$ cat src/rtl/serial_subtractor.sv
// Bit-serial unsigned subtractor: one full-subtractor step per cycle, LSB first.
// state | meaning: IDLE wait for start | SHIFT one bit per cycle | DONE result valid, done pulse
module serial_subtractor #(
    parameter int WIDTH = 8
) (
    input  logic             clk,
    input  logic             rst,
    input  logic             start,
    input  logic [WIDTH-1:0] a,
    input  logic [WIDTH-1:0] b,
    output logic             busy,
    output logic             done,
    output logic [WIDTH-1:0] diff,
    output logic             borrow
);

    localparam int CW = $clog2(WIDTH) + 1;
    localparam logic [CW-1:0] CNT_LAST = CW'(WIDTH - 1);

    typedef enum logic [1:0] {
        IDLE  = 2'd0,
        SHIFT = 2'd1,
        DONE  = 2'd2
    } state_t;

    state_t          state, state_nxt;
    logic [WIDTH-1:0] sa, sb, res;
    logic [CW-1:0]    cnt;
    logic             bin;
    logic             d, bout;

    assign d    = sa[0] ^ sb[0] ^ bin;
    assign bout = (~sa[0] & sb[0]) | (~(sa[0] ^ sb[0]) & bin);

    always_comb begin
        state_nxt = state;
        busy      = 1'b0;
        done      = 1'b0;
        case (state)
            IDLE: begin
                if (start) state_nxt = SHIFT;
            end
            SHIFT: begin
                busy = 1'b1;
                if (cnt == CNT_LAST) state_nxt = DONE;
            end
            DONE: begin
                done      = 1'b1;
                state_nxt = IDLE;
            end
            default: state_nxt = IDLE;
        endcase
    end

    always_ff @(posedge clk) begin
        if (rst) begin
            state <= IDLE;
            sa    <= '0;
            sb    <= '0;
            res   <= '0;
            bin   <= 1'b0;
            cnt   <= '0;
        end else begin
            state <= state_nxt;
            if (state == IDLE && start) begin
                sa  <= a;
                sb  <= b;
                bin <= 1'b0;
                cnt <= '0;
            end else if (state == SHIFT) begin
                // each difference bit enters at the MSB so bit 0 lands at bit 0 after WIDTH steps
                sa  <= sa >> 1;
                sb  <= sb >> 1;
                res <= {d, res[WIDTH-1:1]};
                bin <= bout;
                cnt <= cnt + CW'(1);
            end
        end
    end

    // the borrow flop is untouched after SHIFT, so it doubles as the held borrow result
    assign diff   = res;
    assign borrow = bin;

endmodule

$ cat config.mk
export PLATFORM = sky130hd
export DESIGN_NAME = serial_subtractor
export DESIGN_NICKNAME = d
export VERILOG_FILES = /design/src/rtl/serial_subtractor.sv
export SDC_FILE = /design/constraint.sdc
export NUM_CORES = 1
export LEC_CHECK = 0
export ABC_CLOCK_PERIOD_IN_PS = 1400
export CORE_ASPECT_RATIO = 1.2
export CORE_UTILIZATION = 48
export DETAILED_ROUTE_END_ITERATION = 8
export PLACE_DENSITY = 0.75
export SLEW_MARGIN = 20
export SYNTH_ARGS = -nofsm -noshare
export SYNTH_HDL_FRONTEND = slang
export SYNTH_SLANG_ARGS = --single-unit
$ cat constraint.sdc
create_clock -name clk -period 1.4 [get_ports clk]
set_input_delay 0.21 -clock clk [delete_from_list [all_inputs] [get_ports clk]]
set_output_delay 0.21 -clock clk [all_outputs]
set_load 0.03 [all_outputs]
==> results of run 1 <==
layer usage:
metal	vias to the layer above	GRT usage
met5	-	0
met4	0	0.08571
met3	2	0.07692
met2	27	0.3842
met1	526	0.2138
li1	577	-
registers in the layout, summed over array words and instances, names as in the netlist:
signal  count
sb          8
state       2
cnt         4
borrow      1
diff        8
sa          8
stage by stage:
step                      area [µm²]    util  setup TNS, ns
after floorplan                 1305       -              0
after global placement          1662  0.6510         -4.424
after detailed placement        1662  0.6510         -5.288
after CTS                       1717  0.6725              0
after global routing            1719  0.6735        -0.2581
final                           1719  0.6735              0
cells by family (layout without fill, tap and decap cells):
| logic type | Yosys count | after routing | share of synthesized area |
|---|---|---|---|
| and+or+nand+nor | 59 | 59 | 0.2272 |
| DFF | 31 | 31 | 0.4756 |
| muxes | 1 | 1 | 0.007670 |
| AOI/OAI and AO/OA | 36 | 36 | 0.2042 |
| buffers and inverters | 15 | 54 | 0.06041 |
| adders and majority gates | 2 | 2 | 0.02493 |
power groups by stage:
stage / Sequential (mW) / Combinational (mW) / Clock [mW]
after global routing: 0.980 / 0.314 / 0.542
after floorplan: 0.986 / 0.164 / 0
after detailed placement: 0.990 / 0.285 / 0
after global placement: 0.988 / 0.274 / 0
final: 0.972 / 0.286 / 0.475
after CTS: 0.973 / 0.289 / 0.495
final timing paths:
kind / from / end / slack (ns)
worst min-delay path: diff[0] / diff[0] / 0.46
worst min register to register: diff[0] / diff[0] / 0.46
worst max register to register: state[1] / sb[4] / 0.03
worst max-delay path: state[1] / sb[4] / 0.03
cell usage in the layout, fill, tap and decap left out, types with 2 or more instances in the layout:
cell and count:
dfxtp_1 29, nand2_1 22, clkdlybuf4s50_1 18, a21oi_1 13, buf_4 13, nor2_1 10
and2_1 10, a221o_1 10, dlygate4sd2_1 9, clkbuf_4 5, inv_1 4, nor3_1 3
nor2b_1 2, a22o_1 2, nand3_1 2, o21ai_0 2, nand2b_1 2, or3b_1 2
clkbuf_1 2
worst register-to-register path, delay by kind of cell, from the launching register on:
| family | cells | cell delay [ns] |
|---|---|---|
| simple gates | 2 | 0.71 |
| flops | 1 | 0.36 |
| compound gates | 1 | 0.25 |
layout make-up:
cell class	count	share of cell area
clock buffer	7	0.02620
clock inverter	1	0.002911
inverter	5	0.01092
multi-input combinational	98	0.3581
sequential	31	0.3639
tap	33	0.02402
timing repair buffer	41	0.2140
what timing repair did:
item	4_1_cts	5_1_grt
setup buffers	0	0
endpoints found under the hold margin	0	0
endpoints found under the setup margin	24	12
resized for setup	15	1
==> impl_metrics.yaml, run 1 <==
critical_path:
  reg2regPathDepth: 3
  cp_data_arrival_time_ns: 1.63
  cpLargestDelayFamily: "simple AND/OR/NAND/NOR gates"
  cp.required_ns: 1.66
  crit_path_top_delay_cell: "nor2_1"
  timing.critical_path.buf_inv: 0
  worst-path-stages: 3
  slowest_delay_ns: 0.55
  end_kind: "flip-flop"
  worstSetupPathType: "reg2reg"
  cp_max_fo: 11
  crit_chain: "nand2b_4, nor2_1, a221o_1"
  critPathLaunchType: "flip-flop"
synthesis:
  ys_ff_latch: 31
  synth_warnings: 0
  synth_top_area_share: 0.4756
  ys_seq_area_frac: 0.4756
  postSynth.asyncResetShare: 0
  synth.cell_area_mm2: 0.001305
  synth.cells.most_frequent: "dfxtp_1, nand2_1, a21oi_1, nor2_1"
  mappedNetlistNets: 165
  ys_types: 33
  synth_flop_cell: "dfxtp_1"
  synth_edf_count: 0
  syn_avg_cell_area_um2: 9.063
  syn_inst: 144
  yosys.area.top_type: "dfxtp_1"
  synth.most_common_cell: "dfxtp_1"
  ys_top_cells_by_area: "dfxtp_1, a221o_1, nand2_1"
timing:
  hold_viol: 0
  fin_skew_ns: 0.004340
  tightest_slew_ns: 0.7146
  clock.fmax_mhz: 731.7
  relSlewSlack: 0.5219
  setup_viol: 0
  hold_ws_ns: 0.4641
  layout_setup_ws_ns: 0.03332
  fin_crit_sh: 0.9762
  drv_slew: 0
  min_period_ns: 1.367
  rsz0062_at_grt: "true"
floorplan:
  die_width_um: 49.60
  row_count: 20
  core-area_mm2: 0.002552
  die_h_um: 59.12
  ios: 30
  start_util: 0.5113
  die_area_mm2: 0.002932
power:
  p_per_area_mw_per_mm2: 1008
  power_mw: 1.733
  p_sw_mw: 0.4505
  ir_drop_mv: 0.7511
  power.leakage_nw: 0.7114
  intPower_mw: 1.282
  p_comb_frac: 0.165
  seqPwrFrac: 0.561
  clockPowerShare: 0.274
  switching_share: 0.2600
clock_network:
  cts_made_buffers: 5
  clock_path_buffers: 2
  clk_pin_slew_ns: 0.09
  root_buffer: "clkbuf_4"
  postCtsHoldBufs: 0
  cts.sinks: 31
  h-tree-depth: 2
  cts_tree: "done"
  insertion_delay_ns: 0.32
route:
  drtPass1Iterations: 4
  routed_via_density: 5.241
  met3_wirelength_um: 111
  wl_met1_um: 1124
  detail_route.wl_per_cell_um: 12.19
  drt_iter0_drc: 10
  wirelength_um: 2632
  drcViolationCount: 0
  route.met2.wl_um: 1380
  top_layer: "met4"
  route.vias.total: 1132
  ant_nets: 0
place:
  dp_slack_ns: -0.4064
  place_congestion: 0.6897
  numPortBuffers: 29
  numPlacedInstances: 208
  place_hpwl_um: 2004
global_route:
  grt_usage: 0.2094
  antenna_found_initial: 0
  grt_pass1_wl_um: 4519
  grt-ovfl-total: 0
  first_global_vias: 1081
  grt_max_degree: 21
run:
  maxCapViolCount: 0
layout:
  final_layout_size_suffix_gt1_frac: 0.1530
  fill_cells: 236
  layoutNonFillerInstCount: 216
  num_antenna_cells: 0
  layout.area.seq_um2: 625.6
  nets: 203
  multi_input_area_um2: 615.6
  syn2layout_area_growth_pct: 31.74
min_path:
  holdPathStages: 2
  hold_path.class: "reg2reg"
run_status:
  outcome: "complete, no violations"
(Power assumes the default switching activity.)
==> run 2, diff against run 1 <==
--- a/config.mk
+++ b/config.mk
@@ -11,4 +11,5 @@
 export DETAILED_ROUTE_END_ITERATION = 8
 export PLACE_DENSITY = 0.75
+export SKIP_CTS_REPAIR_TIMING = 1
 export SLEW_MARGIN = 20
 export SYNTH_ARGS = -nofsm -noshare
==> constraint.sdc (replaced) <==
create_clock -name clk -period 1.4 [get_ports clk]
set_input_delay 0.28 -clock clk [delete_from_list [all_inputs] [get_ports clk]]
set_output_delay 0.28 -clock clk [all_outputs]
set_load 0.03 [all_outputs]
==> run 2 against run 1 <==
First-iteration DRC count rose by 120%. Register-to-register slack gained 0.03 ns. Design area up 3.9%. Die area stayed put. Via count is 0.71% higher. Worst hold slack better by 0.0012 ns. Cell count up 0.93%. Critical path depth is the same. Fmax shrank 2.0%. Critical endpoint is now done. Clock skew rose by 0.0015 ns. Highest routed layer unchanged. Clock power increased by 21%.
==> impl_metrics.yaml, run 2 (same netlist as run 1, synthesis figures left out) <==
critical_path:
  worstReg2RegStart: "state[1]"
  end_kind: "output port"
  worstSetupPathType: "reg2out"
  cp_max_fo: 7
  startpoint: "state[0]"
  critPathLaunchType: "flip-flop"
  cp_data_arrival_time_ns: 1.12
  cp.required_ns: 1.12
clock_network:
  insertion_delay_ns: 0.32
  clk_pin_slew_ns: 0.09
  h-tree-depth: 2
  cts_made_buffers: 5
  root_buffer: "clkbuf_4"
  cts.sinks: 31
  clock_path_buffers: 2
  cts_tree: "done"
place:
  place_area_mm2: 0.001662
  place_hpwl_um: 1996
  dp_slack_ns: -0.4465
  numPortBuffers: 29
  place_congestion: 0.7047
timing:
  rsz0062_at_grt: "true"
  setup_viol: 0
  hold_viol: 0
  drv_slew: 0
  layout_setup_ws_ns: 0.004939
  relSlewSlack: 0.7050
  min_period_ns: 1.395
  fin_crit_sh: 0.9965
  fin_skew_ns: 0.005868
  clock.fmax_mhz: 716.8
  tightest_slew_ns: 0.4420
run_status:
  outcome: "complete, no violations"
power:
  p_comb_frac: 0.159
  seqPwrFrac: 0.528
  clockPowerShare: 0.313
  intPower_mw: 1.381
  p_per_area_mw_per_mm2: 1025
  p_sw_mw: 0.4487
  switching_share: 0.2452
  power.leakage_nw: 0.8542
  ir_drop_mv: 0.7143
layout:
  fill_cells: 214
  final_layout_size_suffix_gt1_frac: 0.1730
  finish.utilization: 0.6995
  nets: 205
  num_antenna_cells: 0
  syn2layout_area_growth_pct: 36.82
  final_cell_mix: "dfxtp_1, nand2_1, clkdlybuf4s50_1"
  layout.area.seq_um2: 625.6
  multi_input_area_um2: 618.1
  final_common_cell: "dfxtp_1"
  final_area_mm2: 0.001785
route:
  ant_nets: 0
  drtPass1Iterations: 4
  detail_route.wl_per_cell_um: 12.18
  drcViolationCount: 0
  wirelength_um: 2655
  route.vias.total: 1140
  drt_iter0_drc: 22
  routed_via_density: 5.229
floorplan:
  die_h_um: 59.12
  start_util: 0.5113
  ios: 30
  row_count: 20
  core-area_mm2: 0.002552
  die_width_um: 49.60
  die_area_mm2: 0.002932
global_route:
  grt_busiest_layer: "met2"
  grt_use_met2: 0.3591
  grt_usage: 0.2046
  first_global_vias: 1063
  grt_max_degree: 17
  met1_usage: 0.2190
  grt_util_met3: 0.06923
  grt-ovfl-total: 0
  grt_pass1_wl_um: 4443
  antenna_found_initial: 0
min_path:
  hold_path.class: "reg2reg"
  hp-start: "diff[0]"
run:
  maxCapViolCount: 0
[run 2: power groups by stage]
| stage | combinational [mW] | clock, mW | sequential [mW] |
|---|---|---|---|
| 6_report | 0.290 | 0.573 | 0.967 |
| 5_1_grt | 0.320 | 0.634 | 0.972 |
| 4_1_cts | 0.287 | 0.590 | 0.966 |
| 3_5_place_dp | 0.286 | 0 | 0.986 |
| 3_3_place_gp | 0.279 | 0 | 0.985 |
| 2_1_floorplan | 0.164 | 0 | 0.986 |
[run 2: final cells by class]
type                    count  area share
flip-flops and latches     31      0.3504
multi-input cells          98      0.3462
repair buffers             43      0.2313
clock buffers               8     0.03854
well taps                  33     0.02313
inverters                   5     0.01051
[run 2: worst max-delay path, stage by stage (launching register included)]
cell and delay (ns):
dfxtp_2 0.36, buf_4 0.16, nor2b_1 0.11, buf_4 0.16
[run 2: worst paths after layout]
kind / end / slack, ns / depth (start not counted)
setup reg to reg: sb[4] / 0.06 / 6
hold / removal: diff[0] / 0.47 / 2
hold reg to reg: diff[0] / 0.47 / 2
setup / recovery: done / 0.005 / 3
[run 2: routing by layer]
| metal | up-vias | routed length (µm) |
|---|---|---|
| met5 | - | 0 |
| met1 | 526 | 1127 |
| li1 | 580 | - |
| met3 | 7 | 128 |
| met2 | 27 | 1352 |
| met4 | 0 | 47 |
[run 2: metrics by stage]
| step | power [mW] | TNS, ns | hold WS, ns | instances |
|---|---|---|---|---|
| final | 1.830 | 0 | 0.4654 | 218 |
| after detailed placement | 1.273 | -6.041 | 0.4642 | 208 |
| after floorplan | 1.150 | 0 | 0.4055 | 144 |
| after global routing | 1.926 | -0.3082 | 0.5151 | 218 |
| after global placement | 1.264 | -5.260 | 0.4467 | 208 |
| after CTS | 1.843 | -3.847 | 0.4764 | 216 |
==> run 3, diff against run 2 <==
HOLD_SLACK_MARGIN = 0.05   (was unset)
==> results of run 3 <==
Final layout, timing and power as in run 2 (identical DEF).
